### config.mk
export PLATFORM = sky130hd
export DESIGN_NAME = can_bit_timing
export DESIGN_NICKNAME = d
export VERILOG_FILES = /design/src/rtl/can_timing_pkg.sv /design/src/rtl/can_rx_sync.sv /design/src/rtl/can_bit_timing.sv
export SDC_FILE = /design/constraint.sdc
export NUM_CORES = 1
export LEC_CHECK = 0
export BUFFER_PORTS_ARGS = -buffer_cell sky130_fd_sc_hd__buf_4
export CAP_MARGIN = 30
export CORE_MARGIN = 5
export CORE_UTILIZATION = 60
export CTS_CLUSTER_SIZE = 25
export DETAILED_ROUTE_END_ITERATION = 10
export PLACE_DENSITY = 0.82
export SLEW_MARGIN = 20
export SYNTH_ARGS = -nofsm -noshare
export SYNTH_HDL_FRONTEND = slang
export SYNTH_SLANG_ARGS = --single-unit
export TNS_END_PERCENT = 1
### constraint.sdc
create_clock -name clk50Mhz -period 5.3 [get_ports clk50Mhz]
set_input_delay 0 -clock clk50Mhz [delete_from_list [all_inputs] [get_ports clk50Mhz]]
set_output_delay 0 -clock clk50Mhz [all_outputs]
set_load 0.05 [all_outputs]
### src/rtl/can_timing_pkg.sv
// Shared definitions for the CAN bit-timing unit: segment state encoding,
// counter width, segment length limits and a parameter range check.
package can_timing_pkg;

  // Width of the quantum counters; the longest segment is
  // PROP_SEG_MAX + PHASE_SEG1_MAX + SJW_MAX = 20 tq, so 5 bits never wrap.
  localparam int CNT_W = 5;

  localparam int PROP_SEG_MAX   = 8;
  localparam int PHASE_SEG1_MAX = 8;
  localparam int PHASE_SEG2_MIN = 2;
  localparam int PHASE_SEG2_MAX = 8;
  localparam int SJW_MAX        = 4;

  // Bit segment the timing FSM is currently counting through.
  typedef enum logic [1:0] {
    ST_SYNC  = 2'd0,
    ST_TSEG1 = 2'd1,
    ST_TSEG2 = 2'd2
  } seg_state_t;

  // True when a parameter set lies inside the supported timing ranges.
  function automatic bit params_ok(input int prop_seg, input int phase_seg1,
                                   input int phase_seg2, input int sjw);
    return (prop_seg   >= 1)              && (prop_seg   <= PROP_SEG_MAX)   &&
           (phase_seg1 >= 1)              && (phase_seg1 <= PHASE_SEG1_MAX) &&
           (phase_seg2 >= PHASE_SEG2_MIN) && (phase_seg2 <= PHASE_SEG2_MAX) &&
           (sjw        >= 1)              && (sjw        <= SJW_MAX)        &&
           (sjw <= phase_seg2);
  endfunction

endpackage

### src/rtl/can_rx_sync.sv
// Brings the asynchronous CAN RX pin into the clk50Mhz domain and flags a
// recessive-to-dominant transition, evaluated only on time-quantum ticks.
module can_rx_sync (
  input  logic clk50Mhz,
  input  logic reset,
  input  logic tq_tick,
  input  logic rx,
  output logic rx_s,
  output logic rx_edge
);

  logic rx_meta;
  logic rx_prev;

  // Two-flop synchroniser every clock; previous bus value tracked per quantum.
  // NOTE: sequential state uses non-blocking assignments so every flop samples
  // the pre-edge value of its neighbours; blocking here would collapse the
  // synchroniser into a single stage.
  always_ff @(posedge clk50Mhz or posedge reset) begin
    if (reset) begin
      rx_meta <= 1'b1;
      rx_s    <= 1'b1;
      rx_prev <= 1'b1;
    end else begin
      rx_meta <= rx;
      rx_s    <= rx_meta;
      if (tq_tick) begin
        rx_prev <= rx_s;
      end
    end
  end

  // Falling edge as seen at quantum granularity: recessive last tick, dominant now.
  assign rx_edge = tq_tick && rx_prev && !rx_s;

endmodule

### src/rtl/can_bit_timing.sv
// CAN bit-timing unit: splits each bit into SYNC/TSEG1/TSEG2 on time-quantum
// ticks, strobes the sample point and the start of each bit, and realigns the
// bit to the bus through hard sync and SJW-limited resynchronisation.
module can_bit_timing
  import can_timing_pkg::*;
#(
  parameter int PROP_SEG   = 2,
  parameter int PHASE_SEG1 = 3,
  parameter int PHASE_SEG2 = 3,
  parameter int SJW        = 1
) (
  input  logic clk50Mhz,
  input  logic reset,
  input  logic tq_tick,
  input  logic rx,
  input  logic hard_sync_en,
  output logic sample_pulse,
  output logic sampled_bit,
  output logic bit_start
);

  if (!params_ok(PROP_SEG, PHASE_SEG1, PHASE_SEG2, SJW)) begin : g_bad_params
    $error("can_bit_timing: segment parameters out of range");
  end

  localparam logic [CNT_W-1:0] L1_C  = CNT_W'(PROP_SEG + PHASE_SEG1);
  localparam logic [CNT_W-1:0] PS2_C = CNT_W'(PHASE_SEG2);
  localparam logic [CNT_W-1:0] SJW_C = CNT_W'(SJW);
  localparam logic [CNT_W-1:0] ONE   = CNT_W'(1);

  seg_state_t       state;
  logic [CNT_W-1:0] cnt;          // 1-based quantum index inside the current segment
  logic [CNT_W-1:0] ext;          // TSEG1 lengthening granted this bit
  logic [CNT_W-1:0] shr;          // TSEG2 shortening granted this bit
  logic             resync_done;  // one resync per bit

  logic             rx_s;
  logic             rx_edge;

  logic             hard_sync;
  logic             resync_ok;
  logic [CNT_W-1:0] k_ext;
  logic [CNT_W-1:0] e_tseg2;
  logic [CNT_W-1:0] k_shr;
  logic [CNT_W-1:0] len1;
  logic [CNT_W-1:0] len2;
  logic             late_edge;

  can_rx_sync u_rx_sync (
    .clk50Mhz (clk50Mhz),
    .reset    (reset),
    .tq_tick  (tq_tick),
    .rx       (rx),
    .rx_s     (rx_s),
    .rx_edge  (rx_edge)
  );

  // Hard sync wins over resync; resync only follows a recessive sample.
  assign hard_sync = rx_edge && hard_sync_en;
  assign resync_ok = rx_edge && !hard_sync_en && sampled_bit && !resync_done;

  // Phase error of an edge: lateness in TSEG1, earliness in TSEG2, capped at SJW.
  assign k_ext     = (cnt < SJW_C) ? cnt : SJW_C;
  assign e_tseg2   = PS2_C - cnt + ONE;
  assign k_shr     = (e_tseg2 < SJW_C) ? e_tseg2 : SJW_C;

  // Effective segment lengths including a correction made on this very tick.
  assign len1      = L1_C + (resync_ok ? k_ext : ext);
  assign len2      = PS2_C - (resync_ok ? k_shr : shr);

  // An edge within SJW of the nominal SYNC is absorbed: its quantum becomes SYNC.
  assign late_edge = resync_ok && (e_tseg2 <= SJW_C);

  // Segment FSM: one step per quantum tick, strobes registered for one clock.
  // After reset cnt=0 marks a SYNC quantum not yet announced, so the first tick
  // out of reset also raises bit_start; later SYNC entries announce themselves.
  always_ff @(posedge clk50Mhz or posedge reset) begin
    if (reset) begin
      state        <= ST_SYNC;
      cnt          <= '0;
      ext          <= '0;
      shr          <= '0;
      resync_done  <= 1'b0;
      sampled_bit  <= 1'b1;
      sample_pulse <= 1'b0;
      bit_start    <= 1'b0;
    end else begin
      sample_pulse <= 1'b0;
      bit_start    <= 1'b0;
      if (tq_tick) begin
        if (hard_sync) begin
          state       <= ST_TSEG1;
          cnt         <= ONE;
          ext         <= '0;
          shr         <= '0;
          resync_done <= 1'b0;
          bit_start   <= 1'b1;
        end else begin
          case (state)
            ST_SYNC: begin
              bit_start <= (cnt == '0);
              state     <= ST_TSEG1;
              cnt       <= ONE;
            end
            ST_TSEG1: begin
              if (resync_ok) begin
                ext         <= k_ext;
                resync_done <= 1'b1;
              end
              if (cnt == len1) begin
                sample_pulse <= 1'b1;
                sampled_bit  <= rx_s;
                state        <= ST_TSEG2;
                cnt          <= ONE;
              end else begin
                cnt <= cnt + ONE;
              end
            end
            ST_TSEG2: begin
              if (late_edge) begin
                state       <= ST_TSEG1;
                cnt         <= ONE;
                ext         <= '0;
                shr         <= '0;
                resync_done <= 1'b0;
                bit_start   <= 1'b1;
              end else if (cnt == len2) begin
                state       <= ST_SYNC;
                cnt         <= ONE;
                ext         <= '0;
                shr         <= '0;
                resync_done <= 1'b0;
                bit_start   <= 1'b1;
              end else begin
                if (resync_ok) begin
                  shr         <= k_shr;
                  resync_done <= 1'b1;
                end
                cnt <= cnt + ONE;
              end
            end
            default: begin
              state <= ST_SYNC;
              cnt   <= ONE;
            end
          endcase
        end
      end
    end
  end

endmodule

-- Word level (Yosys, flattened, before mapping)
Cells that the tools add are included.
- register bits after elaboration: 24
- output and inout port bits: 3
- input port bits: 5
- RAM bits: 0
- memories: 0
- latch bits: 0
- ROM bits: 0
- add/sub/neg operators: 5
- magnitude comparators: 3
- reduce and logical (&&, ||, !) cells: 19
- multiplexer cells: 36
- shifts and indexed selects: 0
- div/mod/pow operators: 0
- equality and inequality tests: 6
- bitwise operators: 1
- $mul: 0
- operators by type and width (kind ; number):
    5-bit 2-to-1 mux ; 15
    5-bit one-hot mux with 2 select lines ; 2
    1-bit 2-to-1 mux ; 12
    5-bit by 1-bit adder with 5-bit output (second input constant) ; 2
    5-bit == test ; 2
    5-bit by 1-bit < comparator with 1-bit output (second input constant) ; 2
    2-bit by 5-bit subtractor with 5-bit output (first input constant) ; 2
    2-bit 2-to-1 mux ; 4
    1-bit logical AND ; 7
    2-bit one-hot mux with 3 select lines ; 1
    3-bit AND reduction ; 2
    3-bit by 5-bit adder with 5-bit output (first input constant) ; 1
    5-bit by 1-bit <= comparator with 1-bit output (second input constant) ; 1
    5-bit logical NOT ; 1
    4-bit inequality test (second input constant) ; 1
    1-bit one-hot mux with 2 select lines ; 2
    2-bit AND reduction ; 2
    4-bit AND reduction ; 1
    1-bit logical NOT ; 3
    3-bit inequality test (second input constant) ; 1
    3-bit nonzero test ; 1
    2-bit by 1-bit == test with 1-bit output (second input constant) ; 1
    2-bit == test (second input constant) ; 1
    2-bit logical NOT ; 1
    other kinds (2) ; 2

-- Longest topological paths before layout
- depth after elaboration: 13
- depth in mapped cells: 12
- mapped depth without buffers: 12

-- By module
A second synthesis with hierarchy kept.
- cell total of the unflattened synthesis: 182
- area, all modules: 1675.4 sq um
- by module, submodules not included (module ; cells each ; instances ; sequential area each (sq um) ; area each (sq um)):
    can_bit_timing ; 176 ; 1 ; 526.8 ; 1567.8
    can_rx_sync ; 6 ; 1 ; 78.8 ; 107.6

-- Least setup slack after synthesis
No wires, ideal clock.
- path type: register to register
- start: register sampled_bit
- end: register cnt[2]
- period minus slack after synthesis: 2.876 ns
- data arrival time: 2.802 ns
- path buffers: 0
- setup slack: 2.424 ns
- cell stages (with the launch flop): 13
- setup time: 0.074 ns
- required time: 5.226 ns
- cell sequence: dfstp_2 nand4b_1 nor2_2 nor2_1 a31oi_1 ha_1 xor3_1 o211ai_1 o32ai_1 o221ai_2 a32oi_4 or3_1 o21ai_2
- cells in the longest elaborated chain, start to end: 9
- elaborated cells between the ends (all ways): 14
- classes of those cells: add/sub: 2; eq/ne: 2; mux: 7; reduce/logical: 3
- RTL lines (item ; RTL line ; text):
    from (decl) ; can_bit_timing.sv:18 ; output logic sampled_bit,
    from (signal assigned) ; can_bit_timing.sv:112 ; sampled_bit <= rx_s;
    1-bit logical AND * (2 in series) ; can_bit_timing.sv:60 ; assign resync_ok = rx_edge && !hard_sync_en && sampled_bit && !resync_done;
    5-bit 2-to-1 mux ; n/a ;
    2-bit by 5-bit subtractor with 5-bit output ; can_bit_timing.sv:69 ; assign len2 = PS2_C - (resync_ok ? k_shr : shr);
    5-bit == test ; can_bit_timing.sv:127 ; end else if (cnt == len2) begin
    5-bit 2-to-1 mux ; can_bit_timing.sv:127 ;
    5-bit 2-to-1 mux ; can_bit_timing.sv:120 ; if (late_edge) begin
    5-bit one-hot mux with 2 select lines * ; can_bit_timing.sv:99 ; case (state)
    5-bit 2-to-1 mux * ; can_bit_timing.sv:91 ; if (hard_sync) begin
    to (signal assigned) ; can_bit_timing.sv:116 ; cnt <= cnt + ONE;
    to (signal assigned) ; can_bit_timing.sv:139 ; cnt <= cnt + ONE;
    to (decl) ; can_bit_timing.sv:32 ; logic [CNT_W-1:0] cnt;
Mark *: on every way between the ends. The rest lies on a longest branch, timed or not.
A chain may end at the register's enable or synchronous reset.

-- Final worst setup path
Same ends and word-level chain as after synthesis.

==> out/metrics.csv <==
metric,value,unit
status,completed,
RR Startpoint,sampled_bit,
RSZ-0062 raised after global routing,false,
pre-CTS setup slack,2.33,ns
fin nets,201,
routed len/inst,17.8,um
Initial Util,61.6,%
final hold vios,0,
Clock Pin Slew Worst Setup and Hold Paths,0.14,ns
fin worst setup slack,2.27,ns
met1 Use GR,28.5,%
Rows,19,
WL final,3860,um
Post-synth EDFFs,0,
Max Cap Violations,0,
Leak,0.797,nW
NetSw,0.000271,W
Fin Clk Skew,0.00194,ns
Post-synth top flop,dfrtp_1,
die height,63.0,um
Max rail drop VDD,0.271,mV
GPL Wtd Cong,0.923,
via/cell ratio,6.39,
CP startpoint kind,flop,
largest net degree at the start of global routing,25,
Yosys Warn Count,0,
share of post-route cells with drive strength above 1,15.6,%
number of global-route vias before repair,1470,
worst endpoint required time,5.57,ns
Pint,0.000401,W
initial antenna violation count,0,
Comb power frac,42.1,%
switching share of total power,40.4,%
first-pass GRT wire length,6870,um
R2R Setup Slk,2.27,ns
Detail Route Antenna Nets,0,
syn_nets,191,
Syn Inst Count,177,
Die X,63.0,um
Crit Path Class,flop to flop,
cells on worst reg2reg path,12,
layer with the highest usage,met2,
post-CTS sizing,0,
via count,1387,
FMAX,330,MHz
Synth cell types,61,
TritonCTS Buffers,3,
Slew HR,58.1,%
clk_lat worst skew,0.33,ns
Final setup viols,0,
P per Cell Area,368,nW/um^2
core area,2730,um^2
clock root cell,clkbuf_4,
Tot GR Track Use,21.4,%
I/O pins,8,
GRT Residual Overflow,0,
Ant. Diodes,0,
TritonCTS clock tree,done,
DRC Markers,0,
TNS Setup,0,ns
Clk network pwr share,20.4,%
Max Slew Vio Count,0,
CTS Buffer Depth,2,
CTS H-tree depth,1,
slew at the pin closest to its max-slew limit,0.625,ns
Worst R2R End,cnt[2],
drt pass-1 iters,4,
Tightest Hold Check Type,input port to flop,
1st-iter DRT viols,82,
grt met2 use,35.1,%
Die Footprint,3970,um^2
"Period Utilization, post-route",57.1,%
Synth Cell Area,1680,um^2
Reg power frac,37.5,%
GR Layer Usage met3,2.88,%
Hold Path Sink,sample_pulse,
Worst EP arrival,3.29,ns
Tmin final,3.03,ns
area grow syn2layout,8.32,%
CP endpoint kind,flop,
port buffer count,7,
register bit total from synthesis,24,
syn avg cell area,9.51,um^2
"Async S/R FF share, synth",100,%
Detail Placement HPWL,2810,um
Worst Hold Launch,hard_sync_en,
post-synthesis sequential area ratio,36.0,%
crit path max fanout,7,
clock sink count,24,
Hold Path Depth,4,
-- synth_stat cells, types with 2 or more instances --
cell / instances / area, um^2
or3_1: 2 / 12.5
dfrtp_1: 20 / 500
dfstp_2: 4 / 105
buf_2: 3 / 15.0
o31ai_1: 2 / 15.0
ha_1: 9 / 113
a21oi_1: 15 / 75.1
nor2_2: 2 / 12.5
xor2_1: 2 / 17.5
nor2_1: 11 / 41.3
nand4_1: 2 / 12.5
o211ai_1: 3 / 22.5
inv_1: 10 / 37.5
a32oi_1: 3 / 26.3
nand3_1: 4 / 20.0
nand2_1: 12 / 45.0
a31oi_1: 2 / 12.5
and3_1: 3 / 18.8
o21ai_1: 3 / 15.0
o21ai_0: 3 / 15.0
nor2b_1: 13 / 81.3
xnor2_1: 8 / 70.1
o22ai_1: 3 / 18.8
-- metal layers --
metal | routed length, um | share of wire (%) | up-vias
met4 | 80 | 2.1 | 0
met1 | 1710 | 44 | 658
li1 | - | - | 666
met3 | 209 | 5.4 | 9
met2 | 1860 | 48 | 54
met5 | 0 | 0 | -
-- metrics by stage --
| step | std cells | hold WS [ns] | utilization (%) | area (um^2) | total power, W |
|---|---|---|---|---|---|
| after floorplan | 177 | 0.00448 | - | 1680 | 0.000470 |
| after global placement | 209 | 0.110 | 63.2 | 1730 | 0.000520 |
| after detailed placement | 209 | 0.112 | 63.2 | 1730 | 0.000527 |
| after CTS | 216 | 0.0845 | 66.2 | 1810 | 0.000666 |
| after global routing | 217 | 0.0953 | 66.7 | 1820 | 0.000717 |
| final | 217 | 0.106 | 66.7 | 1820 | 0.000672 |
-- timing repair --
| action | 4_1_cts | 5_1_grt |
|---|---|---|
| buffers inserted | 0 | 0 |
| hold endpoints to repair | 24 | 0 |
| hold buffers | 3 | 0 |
-- layout make-up --
type	instances	area, um^2
Sequential cell	24	606
Inverter	11	41.3
Timing Repair Buffer	11	97.6
Tap cell	31	38.8
Clock buffer	3	22.5
Fill cell	216	910
Multi-Input combinational cell	136	988
Clock inverter	1	30.0
-- power groups by stage --
stage                     Combinational [W]  Clock, W  Sequential, W
after floorplan                    0.000221         0       0.000248
final                              0.000283  0.000137       0.000252
after detailed placement           0.000274         0       0.000253
after global routing               0.000311  0.000149       0.000257
after global placement             0.000268         0       0.000253
after CTS                          0.000277  0.000139       0.000250
-- critical path, stage by stage, from the launching register on --
cell and delay [ns]:
dfstp_2 0.58, nand4b_1 0.21, nor2_2 0.33, nor2_1 0.08, a31oi_1 0.20, ha_1 0.25
o21ai_0 0.11, xnor2_1 0.16, and3_1 0.20, o221ai_2 0.24, a32oi_4 0.12, or3_1 0.41
o21ai_2 0.07
-- sequential cells by signal, summed over array words and instances, names as in the netlist, 2 cells and up --
signal	cells
ext	5
state	2
cnt	5
shr	5
-- worst max-delay path by stage --
stage / start / to / depth (start not counted)
after floorplan: sampled_bit / cnt[2] / 12
after global placement: sampled_bit / sampled_bit / 12
after detailed placement: sampled_bit / cnt[2] / 12
after CTS: sampled_bit / cnt[4] / 12
after global routing: sampled_bit / state[0] / 12
final: sampled_bit / cnt[2] / 12
-- cell usage in the layout (no fill, tap or decap), types with 4 or more instances in the layout --
master,netlist,final
dfrtp_1,20,20
a21oi_1,15,15
nor2b_1,13,13
nand2_1,12,12
nor2_1,11,11
inv_1,10,10
ha_1,9,9
xnor2_1,8,8
buf_4,1,7
nand3_1,4,4
dfstp_2,4,4
-- cell families after synthesis --
family,count (synthesis),synth area share (%)
simple gates,60,19.8
fa+ha+maj,9,6.69
mux,3,2.15
buf+inv,17,5.35
xor+xnor,11,6.61
compound gates,53,23.5
flops,24,36.0
Power figures use the tool's default switching activity.
